`config.mk`:
```
export PLATFORM = sky130hd
export DESIGN_NAME = ctrl_sched_load_flat
export DESIGN_NICKNAME = d
export VERILOG_FILES = /design/src/rtl/ctrl_sched_load_if.sv /design/src/rtl/ctrl_sched_load.sv /design/src/flat_wrapper.sv
export SDC_FILE = /design/constraint.sdc
export NUM_CORES = 2
export LEC_CHECK = 0
export BUFFER_PORTS_ARGS = -buffer_cell sky130_fd_sc_hd__clkbuf_2
export CAP_MARGIN = 0
export CORE_AREA = 2 2 475 477
export CTS_BUF_LIST = sky130_fd_sc_hd__clkbuf_8
export DETAILED_ROUTE_END_ITERATION = 7
export DIE_AREA = 0 0 477 479
export MAX_ROUTING_LAYER = met4
export PLACE_DENSITY = 0.6
export SLEW_MARGIN = 20
export SYNTH_ARGS = -nofsm -noshare
export SYNTH_HDL_FRONTEND = slang
export SYNTH_SLANG_ARGS = --single-unit
```
`constraint.sdc`:
```
create_clock -name clk -period 144.8 [get_ports clk]
set_input_delay 21.72 -clock clk [delete_from_list [all_inputs] [get_ports clk]]
set_output_delay 21.72 -clock clk [all_outputs]
set_load 0.01 [all_outputs]
```
`src/rtl/ctrl_sched_load_if.sv`:
```
// Host-side bus of the schedule loader: breakpoint writes, commit/step handshake
// and the loader's status outputs.
interface ctrl_sched_load_if #(
  parameter int W_VAL = 64
);
  logic             wr_en;
  logic [3:0]       wr_addr;
  logic [11:0]      wr_time;
  logic [W_VAL-1:0] wr_value;
  logic             commit;
  logic             step_sync;
  logic             busy;
  logic             loaded;
  logic [1:0]       err;

  modport master (
    output wr_en, wr_addr, wr_time, wr_value, commit, step_sync,
    input  busy, loaded, err
  );

  modport slave (
    input  wr_en, wr_addr, wr_time, wr_value, commit, step_sync,
    output busy, loaded, err
  );
endinterface

```
`src/rtl/ctrl_sched_load.sv`:
```
// Shadow/active breakpoint schedule loader: validates a committed shadow bank one
// entry per cycle and copies it to the active bank on a simulation-step boundary.
module ctrl_sched_load #(
  parameter int W_VAL = 64,  // EXTENDED_SINGLE
  parameter int N_PT  = 15
) (
  input  logic             clk,
  input  logic             sta,
  ctrl_sched_load_if.slave bus,
  output logic [11:0]      time_1,
  output logic [11:0]      time_2,
  output logic [11:0]      time_3,
  output logic [11:0]      time_4,
  output logic [11:0]      time_5,
  output logic [11:0]      time_6,
  output logic [11:0]      time_7,
  output logic [11:0]      time_8,
  output logic [11:0]      time_9,
  output logic [11:0]      time_10,
  output logic [11:0]      time_11,
  output logic [11:0]      time_12,
  output logic [11:0]      time_13,
  output logic [11:0]      time_14,
  output logic [11:0]      time_15,
  output logic [W_VAL-1:0] value_1,
  output logic [W_VAL-1:0] value_2,
  output logic [W_VAL-1:0] value_3,
  output logic [W_VAL-1:0] value_4,
  output logic [W_VAL-1:0] value_5,
  output logic [W_VAL-1:0] value_6,
  output logic [W_VAL-1:0] value_7,
  output logic [W_VAL-1:0] value_8,
  output logic [W_VAL-1:0] value_9,
  output logic [W_VAL-1:0] value_10,
  output logic [W_VAL-1:0] value_11,
  output logic [W_VAL-1:0] value_12,
  output logic [W_VAL-1:0] value_13,
  output logic [W_VAL-1:0] value_14,
  output logic [W_VAL-1:0] value_15
);

  typedef enum logic [1:0] {
    S_IDLE,
    S_CHECK,
    S_WAIT_SYNC,
    S_APPLY
  } state_e;

  localparam logic [1:0] ERR_NONE  = 2'd0;
  localparam logic [1:0] ERR_ORDER = 2'd1;
  localparam logic [1:0] ERR_BUSY  = 2'd2;
  localparam logic [1:0] ERR_ADDR  = 2'd3;

  state_e           state_q, state_d;
  logic [3:0]       k_q, k_d;
  logic [1:0]       err_q, err_d;
  logic             loaded_q, loaded_d;
  logic             entry_fail;

  logic [11:0]      shadow_time_q  [1:N_PT];
  logic [11:0]      shadow_time_d  [1:N_PT];
  logic [W_VAL-1:0] shadow_value_q [1:N_PT];
  logic [W_VAL-1:0] shadow_value_d [1:N_PT];
  logic [11:0]      active_time_q  [1:N_PT];
  logic [11:0]      active_time_d  [1:N_PT];
  logic [W_VAL-1:0] active_value_q [1:N_PT];
  logic [W_VAL-1:0] active_value_d [1:N_PT];

  // NOTE: every signal gets its default before the case so no path leaves one unassigned (no latches).
  always_comb begin
    state_d        = state_q;
    k_d            = k_q;
    err_d          = err_q;
    loaded_d       = 1'b0;
    entry_fail     = 1'b0;
    shadow_time_d  = shadow_time_q;
    shadow_value_d = shadow_value_q;
    active_time_d  = active_time_q;
    active_value_d = active_value_q;

    case (state_q)
      S_IDLE: begin
        if (bus.wr_en) begin
          if (bus.wr_addr == 4'd0) begin
            err_d = ERR_ADDR;
          end else begin
            shadow_time_d[bus.wr_addr]  = bus.wr_time;
            shadow_value_d[bus.wr_addr] = bus.wr_value;
          end
        end
        // A same-cycle write lands in the shadow before CHECK reads it.
        if (bus.commit) begin
          err_d   = ERR_NONE;
          k_d     = 4'd1;
          state_d = S_CHECK;
        end
      end

      S_CHECK: begin
        if (bus.wr_en || bus.commit) err_d = ERR_BUSY;
        entry_fail = (shadow_time_q[k_q] == 12'd0) ||
                     ((k_q != 4'd1) && (shadow_time_q[k_q] <= shadow_time_q[k_q - 4'd1]));
        if (entry_fail) begin
          err_d   = ERR_ORDER;
          state_d = S_IDLE;
        end else if (k_q == 4'(N_PT)) begin
          state_d = S_WAIT_SYNC;
        end else begin
          k_d = k_q + 4'd1;
        end
      end

      S_WAIT_SYNC: begin
        if (bus.wr_en || bus.commit) err_d = ERR_BUSY;
        if (bus.step_sync) state_d = S_APPLY;
      end

      S_APPLY: begin
        if (bus.wr_en || bus.commit) err_d = ERR_BUSY;
        active_time_d  = shadow_time_q;
        active_value_d = shadow_value_q;
        loaded_d       = 1'b1;
        state_d        = S_IDLE;
      end

      default: state_d = S_IDLE;
    endcase
  end

  // NOTE: state registers use non-blocking assignments so all flops update from pre-edge values.
  always_ff @(posedge clk or posedge sta) begin
    if (sta) begin
      state_q  <= S_IDLE;
      k_q      <= 4'd1;
      err_q    <= ERR_NONE;
      loaded_q <= 1'b0;
      // NOTE: both banks are reset so the downstream stage sees a known all-inactive schedule.
      for (int i = 1; i <= N_PT; i++) begin
        shadow_time_q[i]  <= 12'hFFF;
        shadow_value_q[i] <= '0;
        active_time_q[i]  <= 12'hFFF;
        active_value_q[i] <= '0;
      end
    end else begin
      state_q        <= state_d;
      k_q            <= k_d;
      err_q          <= err_d;
      loaded_q       <= loaded_d;
      shadow_time_q  <= shadow_time_d;
      shadow_value_q <= shadow_value_d;
      active_time_q  <= active_time_d;
      active_value_q <= active_value_d;
    end
  end

  assign bus.busy   = (state_q != S_IDLE);
  assign bus.loaded = loaded_q;
  assign bus.err    = err_q;

  assign time_1   = active_time_q[1];
  assign time_2   = active_time_q[2];
  assign time_3   = active_time_q[3];
  assign time_4   = active_time_q[4];
  assign time_5   = active_time_q[5];
  assign time_6   = active_time_q[6];
  assign time_7   = active_time_q[7];
  assign time_8   = active_time_q[8];
  assign time_9   = active_time_q[9];
  assign time_10  = active_time_q[10];
  assign time_11  = active_time_q[11];
  assign time_12  = active_time_q[12];
  assign time_13  = active_time_q[13];
  assign time_14  = active_time_q[14];
  assign time_15  = active_time_q[15];
  assign value_1  = active_value_q[1];
  assign value_2  = active_value_q[2];
  assign value_3  = active_value_q[3];
  assign value_4  = active_value_q[4];
  assign value_5  = active_value_q[5];
  assign value_6  = active_value_q[6];
  assign value_7  = active_value_q[7];
  assign value_8  = active_value_q[8];
  assign value_9  = active_value_q[9];
  assign value_10 = active_value_q[10];
  assign value_11 = active_value_q[11];
  assign value_12 = active_value_q[12];
  assign value_13 = active_value_q[13];
  assign value_14 = active_value_q[14];
  assign value_15 = active_value_q[15];

endmodule

```
`src/flat_wrapper.sv`:
```
// flat-port wrapper written by rule: the top's interface ports become plain ports
module ctrl_sched_load_flat 
#(
  parameter int W_VAL = 64,                    
  parameter int N_PT  = 15
)
  (clk, sta, time_1, time_2, time_3, time_4, time_5, time_6, time_7, time_8, time_9, time_10, time_11, time_12, time_13, time_14, time_15, value_1, value_2, value_3, value_4, value_5, value_6, value_7, value_8, value_9, value_10, value_11, value_12, value_13, value_14, value_15, bus_wr_en, bus_wr_addr, bus_wr_time, bus_wr_value, bus_commit, bus_step_sync, bus_busy, bus_loaded, bus_err);
  ctrl_sched_load_if #(.W_VAL(W_VAL)) bus_i ();
  input  logic clk;
  input  logic sta;
  output logic [11:0] time_1;
  output logic [11:0] time_2;
  output logic [11:0] time_3;
  output logic [11:0] time_4;
  output logic [11:0] time_5;
  output logic [11:0] time_6;
  output logic [11:0] time_7;
  output logic [11:0] time_8;
  output logic [11:0] time_9;
  output logic [11:0] time_10;
  output logic [11:0] time_11;
  output logic [11:0] time_12;
  output logic [11:0] time_13;
  output logic [11:0] time_14;
  output logic [11:0] time_15;
  output logic [W_VAL-1:0] value_1;
  output logic [W_VAL-1:0] value_2;
  output logic [W_VAL-1:0] value_3;
  output logic [W_VAL-1:0] value_4;
  output logic [W_VAL-1:0] value_5;
  output logic [W_VAL-1:0] value_6;
  output logic [W_VAL-1:0] value_7;
  output logic [W_VAL-1:0] value_8;
  output logic [W_VAL-1:0] value_9;
  output logic [W_VAL-1:0] value_10;
  output logic [W_VAL-1:0] value_11;
  output logic [W_VAL-1:0] value_12;
  output logic [W_VAL-1:0] value_13;
  output logic [W_VAL-1:0] value_14;
  output logic [W_VAL-1:0] value_15;
  input wire logic [$bits(bus_i.wr_en)-1:0] bus_wr_en;
  input wire logic [$bits(bus_i.wr_addr)-1:0] bus_wr_addr;
  input wire logic [$bits(bus_i.wr_time)-1:0] bus_wr_time;
  input wire logic [$bits(bus_i.wr_value)-1:0] bus_wr_value;
  input wire logic [$bits(bus_i.commit)-1:0] bus_commit;
  input wire logic [$bits(bus_i.step_sync)-1:0] bus_step_sync;
  output wire logic [$bits(bus_i.busy)-1:0] bus_busy;
  output wire logic [$bits(bus_i.loaded)-1:0] bus_loaded;
  output wire logic [$bits(bus_i.err)-1:0] bus_err;
  assign bus_i.wr_en = bus_wr_en;
  assign bus_i.wr_addr = bus_wr_addr;
  assign bus_i.wr_time = bus_wr_time;
  assign bus_i.wr_value = bus_wr_value;
  assign bus_i.commit = bus_commit;
  assign bus_i.step_sync = bus_step_sync;
  assign bus_busy = bus_i.busy;
  assign bus_loaded = bus_i.loaded;
  assign bus_err = bus_i.err;
  ctrl_sched_load #(.W_VAL(W_VAL), .N_PT(N_PT)) u_core (.clk(clk), .sta(sta), .bus(bus_i), .time_1(time_1), .time_2(time_2), .time_3(time_3), .time_4(time_4), .time_5(time_5), .time_6(time_6), .time_7(time_7), .time_8(time_8), .time_9(time_9), .time_10(time_10), .time_11(time_11), .time_12(time_12), .time_13(time_13), .time_14(time_14), .time_15(time_15), .value_1(value_1), .value_2(value_2), .value_3(value_3), .value_4(value_4), .value_5(value_5), .value_6(value_6), .value_7(value_7), .value_8(value_8), .value_9(value_9), .value_10(value_10), .value_11(value_11), .value_12(value_12), .value_13(value_13), .value_14(value_14), .value_15(value_15));
endmodule
```
# Word level (Yosys, flattened, before mapping)
# Index checks and enable logic that the tools add are counted.
# op_classes
n_eq_ne	12
magnitude_cmp	5
reduce_logical	14
n_bitwise	4
mux	28
addsub	2
# op_table
cell	count
960-bit bitwise mux	1
64-bit demux with 4-bit select	1
180-bit bitwise mux	1
12-bit binary-select mux with 4-bit select	2
64-bit two-way mux	1
12-bit two-way mux	5
12-bit demux with 4-bit select	1
2-bit two-way mux	9
5-bit >= comparator, second input constant	3
4-bit inverter with 5-bit output	3
12-bit less-or-equal comparator	1
12-bit zero test	1
4-bit two-way mux	3
2-bit inequality test, second input constant	4
2-bit case mux with 4 select lines	1
4-bit case mux with 2 select lines	1
2-bit case mux with 3 select lines	1
3-bit AND reduction	2
5-bit by 1-bit < comparator with 1-bit output, second input constant	1
4-bit by 1-bit adder with 4-bit output, second input constant	1
2-bit == test, second input constant	2
4-bit == test, second input constant	1
4-bit zero test	1
4-bit by 1-bit inequality test with 1-bit output, second input constant	1
other kinds (14)	17
# totals
output_inout_bits	1144
input_bits	85
regBits	2289

# Depth between registers and ports, before layout
# logic_depth
word_depth	10
mapped_depth	20
depth_no_buf	16

# Worst setup path after synthesis
# No wires, ideal clock.
# synth_timing
path_type	input -> register
startpoint	input bus_wr_addr[1]
endpoint	register u_core.shadow_value_q[576] (netlist name)
setup_slack_ps	121175
required_ps	144675
setup_time_ps	125
arrival_time_ps	23500
cell_stages	6
path_cell_list	clkbuf_1 > nor2b_1 > nor2b_1 > clkbuf_1 > clkbuf_1 > mux2_2
# synth_via
elab_chain_cells	6
elab_cells_between_ends	10
# synth_rtl
element	line_no	source
from (decl)	flat_wrapper.sv:42	input wire logic [$bits(bus_i.wr_addr)-1:0] bus_wr_addr;
4-bit inverter with 5-bit output (implied by the code)	ctrl_sched_load.sv:88	shadow_value_d[bus.wr_addr] = bus.wr_value;
5-bit >= comparator (implied by the code) or 5-bit by 1-bit < comparator with 1-bit output (tied branches)	ctrl_sched_load.sv:88	
1-bit logical AND (implied by the code)	ctrl_sched_load.sv:88	
64-bit two-way mux (implied by the code)	ctrl_sched_load.sv:88	
64-bit demux with 4-bit select	ctrl_sched_load.sv:88	
960-bit bitwise mux	ctrl_sched_load.sv:88	
to (signal assigned)	ctrl_sched_load.sv:150	shadow_value_q <= shadow_value_d;
to (decl)	ctrl_sched_load.sv:62	logic [W_VAL-1:0] shadow_value_q [1:N_PT];
# Several ways; a longest one is shown, not always the timed one.
# A chain may end at the register's enable or synchronous reset.

==> impl_results.md <==
* RePlAce Congestion at between 0.8 and 0.9
* Setup TNS at 0 ps
* Int Pwr at between 0.001 and 0.0015 W
* Cell taking the most area after synthesis: dfrtp_1
* Synth Instances at slightly below 8000
* Synth warn at 0
* Total track usage at roughly 28%
* Part of the cycle the worst path needs at between 10% and 20%
* DRC viols at 0
* Max Fclk at 39.3 MHz
* Final WS setup at around 120000 ps
* Top FF cell, synth: dfrtp_1
* Drt wl/cell at 25.7 um
* Layout area overhead at 18.6%
* Height of the die at about 480 um
* Vias in the first global route at about 65000
* Final setup vio count at 0
* Synth top area share at between 50 and 60%
* Max Slew Vio Count at 0
* CP startpoint kind: input pin
* H-tree depth at 5
* # port buffers at ~1200
* Cts repair resizes at 0
* Maximum vdd drop at approximately 9.8 uV
* Total power at around 0.0018 W
* Min Tclk post-route at between 20000 and 30000 ps
* Critical path required time at roughly 150000 ps
* First-pass GRT wire length at roughly 450000 um
* DIE AREA at 0.228 mm^2
* #FFs+latches synth at 2289
* First drt pass iteration count at 6
* Status: complete, no violations
* TritonCTS Buffers at just under 400
* Clock sink count at roughly 2300
* Layout cells sized above 1 at 37.5%
* Rel. slew slack at between 20% and 30%
* Final WL at 315000 um
* Dpl ws at around 120000 ps
* Final HPWL from detailed placement at 211000 um
* Initial core utilization at about two fifths
* Clk root buf: clkbuf_8
* Lkg Pwr at ~56 nW
* Bufs on Longest Clock Path at 4
* # hold bufs at CTS at 0
* Share of the yosys chip area belonging to registers at between 60% and 70%
* EDFF count, synth at 0
* Synth unique cells at 60
* Final core occ at a little under half
* Worst Skew at ~120 ps
* Synthesized area per cell at approximately 12 um^2
* Clock Latency Late Sink at about 1100 ps
* Initial drt markers at 4998
* Antenna violations before repair at 22
* Reg power frac at about half
* Combinational share of power at around 17%
* Vias at between 60000 and 70000
* Final ANT Viol Nets at 0
* Psw at roughly 0.00050 W
* Ranking of synthesized cells by area: dfrtp_1, nand2_1, mux2_2
* RSZ-0062 raised after global routing: false
* Clk network pwr share at roughly a third
* Post-CTS setup buffers at 0
* Synthesized area at between 0.08 and 0.09 mm^2
* GRT overflow at 0
* Max_cap viols at 0
* Pwr Density at 16.7 mW/mm^2
* Crit path arrival time at around 26000 ps
* Largest net degree at the start of global routing at between 150 and 200
* Worst Max-Slew Pin Slew at 1170 ps
* Std-Cell Rows at approximately 170
* TritonCTS clock tree: built
* Syn Nets at 7818
* Die X at 477 um
* Clk pin slew, worst setup/hold paths at approximately 60 ps
* Final net count at about 9000
* Hold Violations, Final at 0
* Switching Share at between 20% and 30%
* FFs w/ async S/R, synth at 100%
* Hold crit path type: flip-flop to flip-flop
* Fillers at between 20000 and 25000
* Crit path capture type: asynchronous set/reset pin
* Setup CP Type: input pin to asynchronous set/reset pin
* Number of vias per cell at roughly 5.2
* Num ports at between 1000 and 1500
* Core area at 0.224 mm^2
* Worst-path fanout max at roughly 120
==> worst max-delay path, cell delays in order <==
cell	delay [ps]
clkbuf_2	130
inv_8	490
buf_4	580
buf_4	760
buf_4	760
buf_4	780
buf_4	880
==> cell type report <==
type	count	area (um^2)	share of cell area, %
diodes	15	37.5	0.0356
repair buffers	1317	6930	6.57
inverters	12	60.1	0.0569
flip-flops and latches	2289	57700	54.7
well taps	2992	3740	3.55
clock buffers	480	6610	6.26
clock inverters	191	987	0.936
multi-input cells	4928	29400	27.9
==> power groups by stage <==
stage                     clock (W)  sequential [W]  combinational, W
after floorplan                   0        0.000874          0.000229
after global placement            0        0.000890          0.000290
after detailed placement          0        0.000899          0.000300
after CTS                  0.000586        0.000889          0.000301
after global routing       0.000615        0.000908          0.000324
final                      0.000574        0.000892          0.000299
==> cell usage in the layout (no fill, tap or decap), types with 7 or more instances in the layout <==
master and count:
clkinvlp_4 8, nand2_1 3477, diode_2 15, nor2b_1 7
inv_1 147, a21oi_1 8, clkinv_2 32, ha_1 14
clkbuf_2 1228, mux2i_1 47, dfstp_2 360, clkbuf_8 480
o21ai_0 30, a221oi_1 8, o22a_1 12, dfrtp_1 1927
mux2_2 1150, nand2_4 8, mux4_2 66, nor2_1 20
buf_4 79, nor3_1 8
==> per-stage QoR <==
step           instances  area [um^2]  hold WS, ps
6_report           12200       106000          388
5_1_grt            12200       105000          425
4_1_cts            12200       105000          399
3_5_place_dp       11500        97800          447
3_3_place_gp       11500        97800          442
2_1_floorplan       7718        88900          433
==> Yosys cell counts (all sizes together) (4+ instances only) <==
library cell  count
nand2          3486
dfrtp          1928
mux2           1152
clkbuf          449
dfstp           361
mux4             66
mux2i            47
buf              40
o21ai            31
nor2             21
ha               15
o22a             12
inv              11
a221oi            9
nor2b             9
nor3              9
a21oi             8
a21o              6
a22oi             6
nand4             4
o21a              4
o31ai             4
==> final timing paths <==
kind	start	cells past startpoint	endpoint	slack (ps)
min in group asynchronous	sta	2	u_core.value_3[3]$_DFFE_PP0P_	20840
worst max register to register	u_core.k_q[1]$_DFFE_PP0P_	16	u_core.k_q[3]$_DFFE_PP0P_	139140
worst min register to register	u_core.shadow_value_q[858]$_DFFE_PP0P_	2	u_core.value_2[26]$_DFFE_PP0P_	390
max in group clk	u_core.state_q[0]$_DFFE_PP0P_	4	bus_busy	120910
worst min-delay path	u_core.shadow_value_q[858]$_DFFE_PP0P_	2	u_core.value_2[26]$_DFFE_PP0P_	390
worst max-delay path	sta	7	u_core.shadow_value_q[561]$_DFFE_PP0P_	119370
==> sequential cells by signal, summed over array words and instances, names as in the netlist, 64 cells and up, named ones only <==
name and cells:
u_core.shadow_value_q 960, u_core.shadow_time_q 180, u_core.value_10 64, u_core.value_11 64, u_core.value_12 64, u_core.value_13 64
u_core.value_14 64, u_core.value_15 64, u_core.value_1 64, u_core.value_2 64, u_core.value_3 64, u_core.value_4 64
u_core.value_5 64, u_core.value_6 64, u_core.value_7 64, u_core.value_8 64, u_core.value_9 64
==> layer usage <==
| layer | share of wire, % | up-vias | global-route usage (%) |
|---|---|---|---|
| li1 | - | 27300 | - |
| met1 | 39 | 33100 | 33.1 |
| met4 | 5.4 | 0 | 13.7 |
| met5 | 0 | - | - |
| met3 | 7.3 | 629 | 7.37 |
| met2 | 48 | 2398 | 43.9 |
==> logic make-up (layout without fill, tap and decap cells) <==
group / Yosys count / count (layout) / share of synthesized area [%]
AND/OR/NAND/NOR: 3547 / 3547 / 15.1
flip-flops: 2289 / 2289 / 64.9
multiplexers: 1265 / 1265 / 16.8
buffers and inverters: 501 / 2000 / 2.18
AO/OA/AOI/OAI: 99 / 99 / 0.795
adder cells (fa/ha/maj): 15 / 15 / 0.211
XOR/XNOR: 2 / 2 / 0.0197
other: 0 / 15 / 0
Note: power is estimated with default switching activity, not from simulation.
